File: config.mk
export PLATFORM = sky130hd
export DESIGN_NAME = branch_resolve_unit
export DESIGN_NICKNAME = d
export VERILOG_FILES = /design/src/rtl/branch_resolve_unit.sv
export SDC_FILE = /design/constraint.sdc
export NUM_CORES = 1
export LEC_CHECK = 0
export ABC_AREA = 1
export BUFFER_PORTS_ARGS = -buffer_cell sky130_fd_sc_hd__buf_2
export CAP_MARGIN = 15
export CORE_MARGIN = 2
export CORE_UTILIZATION = 42
export CTS_CLUSTER_DIAMETER = 60
export CTS_CLUSTER_SIZE = 8
export DETAILED_ROUTE_END_ITERATION = 8
export GPL_TIMING_DRIVEN = 1
export RECOVER_POWER = 50
export SETUP_SLACK_MARGIN = 0.15
export SYNTH_ARGS = -nofsm -noshare
export SYNTH_HDL_FRONTEND = slang
export SYNTH_HIERARCHICAL = 1
export SYNTH_SLANG_ARGS = --single-unit
File: constraint.sdc
create_clock -name clk -period 1.9 [get_ports clk]
set_input_delay 0.285 -clock clk [delete_from_list [all_inputs] [get_ports clk]]
set_output_delay 0.285 -clock clk [all_outputs]
set_load 0.005 [all_outputs]
File: src/rtl/branch_resolve_unit.sv
// branch_resolve_unit: resolves conditional branches from ALU flags, trains a
// PC-indexed table of 2-bit saturating counters and serves predictions to fetch.
// A misprediction is reported one cycle after resolution, with a registered redirect PC.
// Optional build macro BRANCH_STATS_EN adds saturating branch/mispredict counters.

// One predictor entry: 2-bit saturating counter, reset to weakly not-taken.
module bru_bht_ctr (
  input  logic       clk,
  input  logic       rst,
  input  logic       upd,
  input  logic       taken,
  output logic [1:0] ctr
);
  // Count toward the observed outcome and hold at either end of the range.
  always_ff @(posedge clk or posedge rst) begin
    if (rst)
      ctr <= 2'b01;
    else if (upd) begin
      if (taken && ctr != 2'b11)
        ctr <= ctr + 2'd1;
      else if (!taken && ctr != 2'b00)
        ctr <= ctr - 2'd1;
    end
  end
endmodule

module branch_resolve_unit #(
  parameter int              PC_W      = 16,
  parameter int              OPC_W     = 5,
  parameter int              BHT_DEPTH = 16,
  parameter logic [OPC_W-1:0] BEQ_OP   = 5'b10011,
  parameter logic [OPC_W-1:0] BLT_OP   = 5'b10100,
  parameter logic [OPC_W-1:0] BGT_OP   = 5'b10101,
  parameter logic [OPC_W-1:0] BNE_OP   = 5'b10110
) (
  input  logic            clk,
  input  logic            rst,
  input  logic            pred_valid,
  input  logic [PC_W-1:0] pred_pc,
  output logic            pred_taken,
  input  logic            res_valid,
  input  logic [OPC_W-1:0] res_opcode,
  input  logic [1:0]      res_flags,
  input  logic [PC_W-1:0] res_pc,
  input  logic [PC_W-1:0] res_target,
  input  logic            res_pred_taken,
  output logic            branch_taken,
  output logic            mispredict,
  output logic [PC_W-1:0] redirect_pc
`ifdef BRANCH_STATS_EN
  ,
  output logic [15:0]     br_count,
  output logic [15:0]     mispred_count
`endif
);
  localparam int IDX_W = $clog2(BHT_DEPTH);

  logic [BHT_DEPTH-1:0][1:0] bht;
  logic [IDX_W-1:0]          res_idx, pred_idx;
  logic                      is_beq, is_blt, is_bgt, is_bne, is_br;
  logic                      flag_z, flag_n, taken, miss;

  assign flag_z = res_flags[1];
  assign flag_n = res_flags[0];

  // Decode: exact opcode match so an X/Z opcode never looks like a branch.
  assign is_beq = res_valid && (res_opcode === BEQ_OP);
  assign is_blt = res_valid && (res_opcode === BLT_OP);
  assign is_bgt = res_valid && (res_opcode === BGT_OP);
  assign is_bne = res_valid && (res_opcode === BNE_OP);
  assign is_br  = is_beq | is_blt | is_bgt | is_bne;

  assign taken = (is_beq & flag_z) | (is_bne & ~flag_z) |
                 (is_blt & flag_n) | (is_bgt & ~flag_n);
  assign miss  = is_br && (taken != res_pred_taken);

  // Low PC bits index the table; aliasing between PCs is accepted (no tags).
  assign res_idx  = res_pc[IDX_W-1:0];
  assign pred_idx = pred_pc[IDX_W-1:0];

  // Upper PC bits of the predict side are deliberately not used.
  logic unused_pred_pc_hi;
  assign unused_pred_pc_hi = ^pred_pc[PC_W-1:IDX_W];

  genvar gi;
  generate
    for (gi = 0; gi < BHT_DEPTH; gi++) begin : g_bht
      bru_bht_ctr u_ctr (
        .clk   (clk),
        .rst   (rst),
        .upd   (is_br && (res_idx == IDX_W'(gi))),
        .taken (taken),
        .ctr   (bht[gi])
      );
    end
  endgenerate

  // Prediction reads the current table state; a same-cycle update is not bypassed.
  assign pred_taken = pred_valid & bht[pred_idx][1];

  // Register the outcome; redirect_pc only moves on a resolved branch.
  always_ff @(posedge clk or posedge rst) begin
    if (rst) begin
      branch_taken <= 1'b0;
      mispredict   <= 1'b0;
      redirect_pc  <= '0;
    end else begin
      branch_taken <= taken;
      mispredict   <= miss;
      if (is_br)
        redirect_pc <= taken ? res_target : res_pc + PC_W'(1);
    end
  end

`ifdef BRANCH_STATS_EN
  // Saturating event counters for branches seen and mispredicts flagged.
  always_ff @(posedge clk or posedge rst) begin
    if (rst) begin
      br_count      <= '0;
      mispred_count <= '0;
    end else begin
      if (is_br && br_count != 16'hFFFF)
        br_count <= br_count + 16'd1;
      if (miss && mispred_count != 16'hFFFF)
        mispred_count <= mispred_count + 16'd1;
    end
  end
`endif

endmodule
# After elaboration in Yosys (flattened, before gate mapping)
# Cells that the tools add are included.
# Widths: inputs -> output; s select.
# totals
inputBits	60
regBits	50
# classes
n_mux	35
reduce_logical	103
n_eq_ne	36
n_lt_le_gt_ge	1
addsub	33
n_bitwise	13
# op_table
cell	n
$mux 2	33
$reduce_bool 2->1	32
$logic_and 1x1->1	53
$add 2x1->2 const B	16
$eq 4x4->1 const B	8
$ne 2x2->1 const B	16
$reduce_and 2->1	16
$sub 2x1->2 const B	16
$eqx 5x5->1 const B	4
$add 16x1->16 const B	1
$eq 4x3->1 const B	4
$mux 16	1
$bmux 2 s4	1
$eq 4x2->1 const B	2
$or 1x1->1	6
$and 1x1->1	5
$lt 4x5->1 const B	1
$eq 4x1->1 const B	1
$logic_not 4->1	1
$not 1->1	2
$logic_not 1->1	1
$ne 1x1->1	1

# Logic depth before layout (Yosys ltp)
# logic_depth
ltp_word	10
depth_mapped	16
depth_no_buf	15

# Modules after synthesis
# Netlist, hierarchy kept.
# by_module_without_submodules
module	cells_per_inst	area_each_um2	instances	seq_area_each_um2
branch_resolve_unit	309	1780.5	1	450.4
bru_bht_ctr	14	100.1	16	51.3

# Least setup slack after synthesis
# No wires, ideal clock.
# synth_timing
path_kind	input to register
start	in res_opcode[3]
end	reg g_bht[0].u_ctr.ctr[1]
path_buffers	1
path_slack_ns	0.320
t_arrival_ns	1.512
cell_stages	10
cell_sequence	inv_1 -> nand2_2 -> nor2_1 -> nand3_1 -> nand3_1 -> buf_2 -> nor2_1 -> nor2_2 -> nand2_1 -> nand2_1
# synth_between
elab_chain_cells	10
elab_cells_between_ends	25
cone_classes	4 x eq/ne; 1 x mux; 10 x bitwise; 10 x reduce/logical
# synth_lines
item	line_no	rtl
from (decl)	42	input logic [OPC_W-1:0] res_opcode,
$eqx 5x5->1 (on tied branches)	67, 70	
$logic_and 1x1->1 (on tied branches)	67, 70	
$and 1x1->1	73	assign taken = (is_beq & flag_z) | (is_bne & ~flag_z) |
$or 1x1->1 (2 in series)	73	
$or 1x1->1 *	74	(is_blt & flag_n) | (is_bgt & ~flag_n);
via taken	61	logic flag_z, flag_n, taken, miss;
$logic_not 1->1	21	else if (!taken && ctr != 2'b00)
$logic_and 1x1->1	21	
$reduce_bool 2->1 (no source line)	--	
$reduce_and 2->1 (no source line)	--	
to (signal assigned)	20	ctr <= ctr + 2'd1;
to (signal assigned)	22	ctr <= ctr - 2'd1;
to (decl)	12	output logic [1:0] ctr
# The timed path passes the listed nets; every way through them passes the cells marked *.
# A chain may end at the register's enable or synchronous reset.

# Worst setup path after layout
# layout_timing
start	in res_opcode[3]
end	reg redirect_pc[3]
# layout_between
elab_chain_cells	7
elab_cells_between_ends	19
cone_classes	4 x eq/ne; 1 x mux; 10 x bitwise; 4 x reduce/logical
# layout_lines
item	line_no	rtl
$eqx 5x5->1 (on tied branches)	67, 70	
$logic_and 1x1->1 (on tied branches)	67, 70	
$and 1x1->1	73	
$or 1x1->1 (2 in series)	73	
$or 1x1->1	74	
$mux 16	111	redirect_pc <= taken ? res_target : res_pc + PC_W'(1);
to (signal assigned)	111	
to (decl)	49	output logic [PC_W-1:0] redirect_pc
# Parallel ways exist; a longest one is shown, timed or not.

==> results_dict.tcl <==
set metrics [dict create \
    clock_skew_ps 1.582 \
    fmax_mhz 609.8 \
    drcViolationCount 0 \
    syn_avg_cell_area_um2 6.345 \
    wl_met3_um 367 \
    port_buffers 66 \
    die_w_um 93.74 \
    yosys.area.top_type "nand2_1" \
    syn_area_mm2 0.003382 \
    cts_resized 0 \
    crit_arrival_ps 1840 \
    path_class "in2reg" \
    dpl_cell_area_mm2 0.003846 \
    syn-num-nets 597 \
    io_pins 79 \
    outcome "completed" \
    start_kind "primary input" \
    synth_area_leaders "nand2_1 (25%), dfrtp_1 (25%), dfstp_2 (12%)" \
    htreeDepth 2 \
    netlist_instances 533 \
    r2r_slack_ps 950 \
    period_needed_ps 1640 \
    diodes 0 \
    final.period_utilization_pct 86.31 \
    initial_core_util_pct 43.54 \
    hp-class "in2reg" \
    endpoint_kind "flop" \
    hpwl_um 6128 \
    first_iter_violations 85 \
    layoutNonFillerInstCount 713 \
    die_y_um 93.74 \
    core-area_mm2 0.007767 \
    synth_top_area_share_pct 25.31 \
    fillers 856 \
    grt_max_degree 50 \
    crit_fanout 19 \
    ys_seq_elements 50 \
    wl_met2_um 3875 \
    cts.sinks 50 \
    dp_worst_setup_slack_ps 12.06 \
    vias_per_cell 4.619 \
    ys_seq_area_share_pct 37.59 \
    hp-start "res_pred_taken" \
    finalSetupTns_ps 0 \
    grt_pass1_wl_um 13770 \
    async_flop_share_pct 100.0 \
    min_path_cells 3 \
    top_layer_used "met4" \
    design_area_mm2 0.004001 \
    layout_setup_ws_ps 260.0 \
    grt_overflow_total 0 \
    p_leak_nw 2.266 \
    maxCapViolCount 0 \
    ir_drop_mv 0.3141 \
    routed_wl_um 7979 \
    layout-drive-gt1-share_pct 21.28 \
    dr.pass1.iters 4 \
    cts_tree "yes" \
    synth.distinct_cells 26 \
    clock_latency_ps 300 \
    slew_viol_final 0 \
    clock_tree.buffer_depth 2 \
    antenna_found_initial 0 \
    final_hold_viol_count 0 \
    whs_ps 250.6 \
    grtUsageTotal_pct 19.18 \
    pwr_density_cell_mw_per_mm2 606.3 \
    dp.cells 698 \
    nets 674 \
    synth_edf_count 0 \
    reg2reg_depth 5 \
    worst_pin_slew_ps 862.5 \
    m1WireLength_um 3673 \
    cts_inserted_buffers 5 \
    die_area_mm2 0.008786 \
    vias 3293 \
    wire_per_inst_um 11.19 \
    ys_warn_count 6 \
    hold_end "mispredict$_DFF_PP0_" \
    reg2reg_to "g_bht[0].u_ctr/ctr[1]$_DFFE_PP0P_" \
    slew_headroom_pct 42.50 \
    synth_flop_cell "dfrtp_1" \
    routabilityCongestion 0.8549 \
    required_ps 2100 \
    rsz0062_at_grt "true" \
    synth_commonest_cells "nand2_1 (228), inv_1 (91), nor2_1 (44), dfrtp_1 (34), nand3_1 (29)" \
    final_antenna_net_count 0 \
    cts-root-buf "clkbuf_8" \
    fp-row-count 32 \
    grt_pass1_vias 3240 \
    syn_to_final_growth_pct 18.31 \
    synth_most_common_cell "nand2_1" \
    cts.clk_slew.worst_paths_ps 100 \
    setup_violations 0 \
    r2r_start "g_bht[0].u_ctr/ctr[1]$_DFFE_PP0P_" \
]
==> worst max-delay path: stages <==
cell,delay (ps)
buf_2,100
inv_1,60
nand2_2,60
nor2_1,130
nand3_1,100
nand3_2,130
clkbuf_1,660
nand2_1,130
nand3_1,130
nand2_1,50
==> registers in the layout (all words and copies together) (netlist names) <==
signal and count:
redirect_pc 16, g_bht.u_ctr/ctr 32, branch_taken 1, mispredict 1
==> worst max path at each step <==
| stage | from | to | cells past startpoint |
|---|---|---|---|
| global route | res_opcode[3] | redirect_pc[3]$_DFFE_PP0P_ | 10 |
| finish | res_opcode[3] | redirect_pc[3]$_DFFE_PP0P_ | 10 |
| floorplan | res_opcode[3] | g_bht[0].u_ctr/ctr[1]$_DFFE_PP0P_ | 10 |
| CTS | g_bht[2].u_ctr/ctr[1]$_DFFE_PP0P_ | pred_taken | 7 |
| detailed placement | res_opcode[4] | g_bht[15].u_ctr/ctr[1]$_DFFE_PP0P_ | 14 |
| global placement | res_opcode[4] | g_bht[15].u_ctr/ctr[1]$_DFFE_PP0P_ | 14 |
==> logic make-up (layout without fill, tap and decap cells) <==
logic type / count (synthesis) / count (layout) / synth area share, %
adders and majority gates: 4 / 4 / 1.480
xor gates and xnor gates: 9 / 9 / 2.331
AOI/OAI and AO/OA: 31 / 31 / 4.809
buffers and inverters: 104 / 182 / 12.10
and+or+nand+nor: 335 / 335 / 41.69
DFF: 50 / 50 / 37.59
==> repair_timing <==
| item | in CTS | in global routing |
|---|---|---|
| setup buffers | 0 | 6 |
| hold endpoints to repair | 12 | 0 |
| endpoints found under the setup margin | 0 | 5 |
| hold buffers | 1 | 0 |
==> final cells by class <==
| cell class | instances | area, µm² | area share (%) |
|---|---|---|---|
| tap | 102 | 127.6 | 3.189 |
| clock inverter | 2 | 37.54 | 0.9381 |
| inverter | 96 | 360.3 | 9.006 |
| clock buffer | 6 | 72.57 | 1.814 |
| multi-input combinational | 379 | 1707 | 42.65 |
| timing repair buffer | 78 | 425.4 | 10.63 |
| sequential | 50 | 1271 | 31.77 |
==> cells in the final DEF (no fill, tap or decap), types with 2 or more instances in the layout <==
cell type    n
a21oi_1      2
buf_2       63
buf_4        8
clkbuf_1     5
clkbuf_8     5
dfrtp_1     34
dfstp_2     16
ha_1         4
inv_1       91
inv_2        5
nand2_1    228
nand2_2      3
nand3_1     28
nand4_1      4
nor2_1      44
nor2_2      19
nor2_4       4
o211ai_1     2
o21ai_0     23
o21ai_1      3
xnor2_1      5
xor2_1       4
==> where the power goes <==
group | switching [W] | total, W | internal [W]
clock network | 0.000376 | 0.000770 | 0.000394
logic | 0.000251 | 0.000444 | 0.000193
registers | 0.0000506 | 0.00121 | 0.00116
==> layer usage <==
| layer | vias up | track usage, % |
|---|---|---|
| met5 | - | 0 |
| met4 | 0 | 4.469 |
| met3 | 6 | 3.772 |
| met2 | 65 | 35.18 |
| met1 | 1488 | 22.97 |
| li1 | 1734 | - |
==> stage by stage <==
stage / util, % / total power (W)
6_report: 51.51 / 0.002426
4_1_cts: 51.06 / 0.002454
3_3_place_gp: 49.52 / 0.001669
2_1_floorplan: - / 0.001460
5_1_grt: 51.51 / 0.002554
3_5_place_dp: 49.52 / 0.001677
Note: power is estimated with default switching activity, not from simulation.
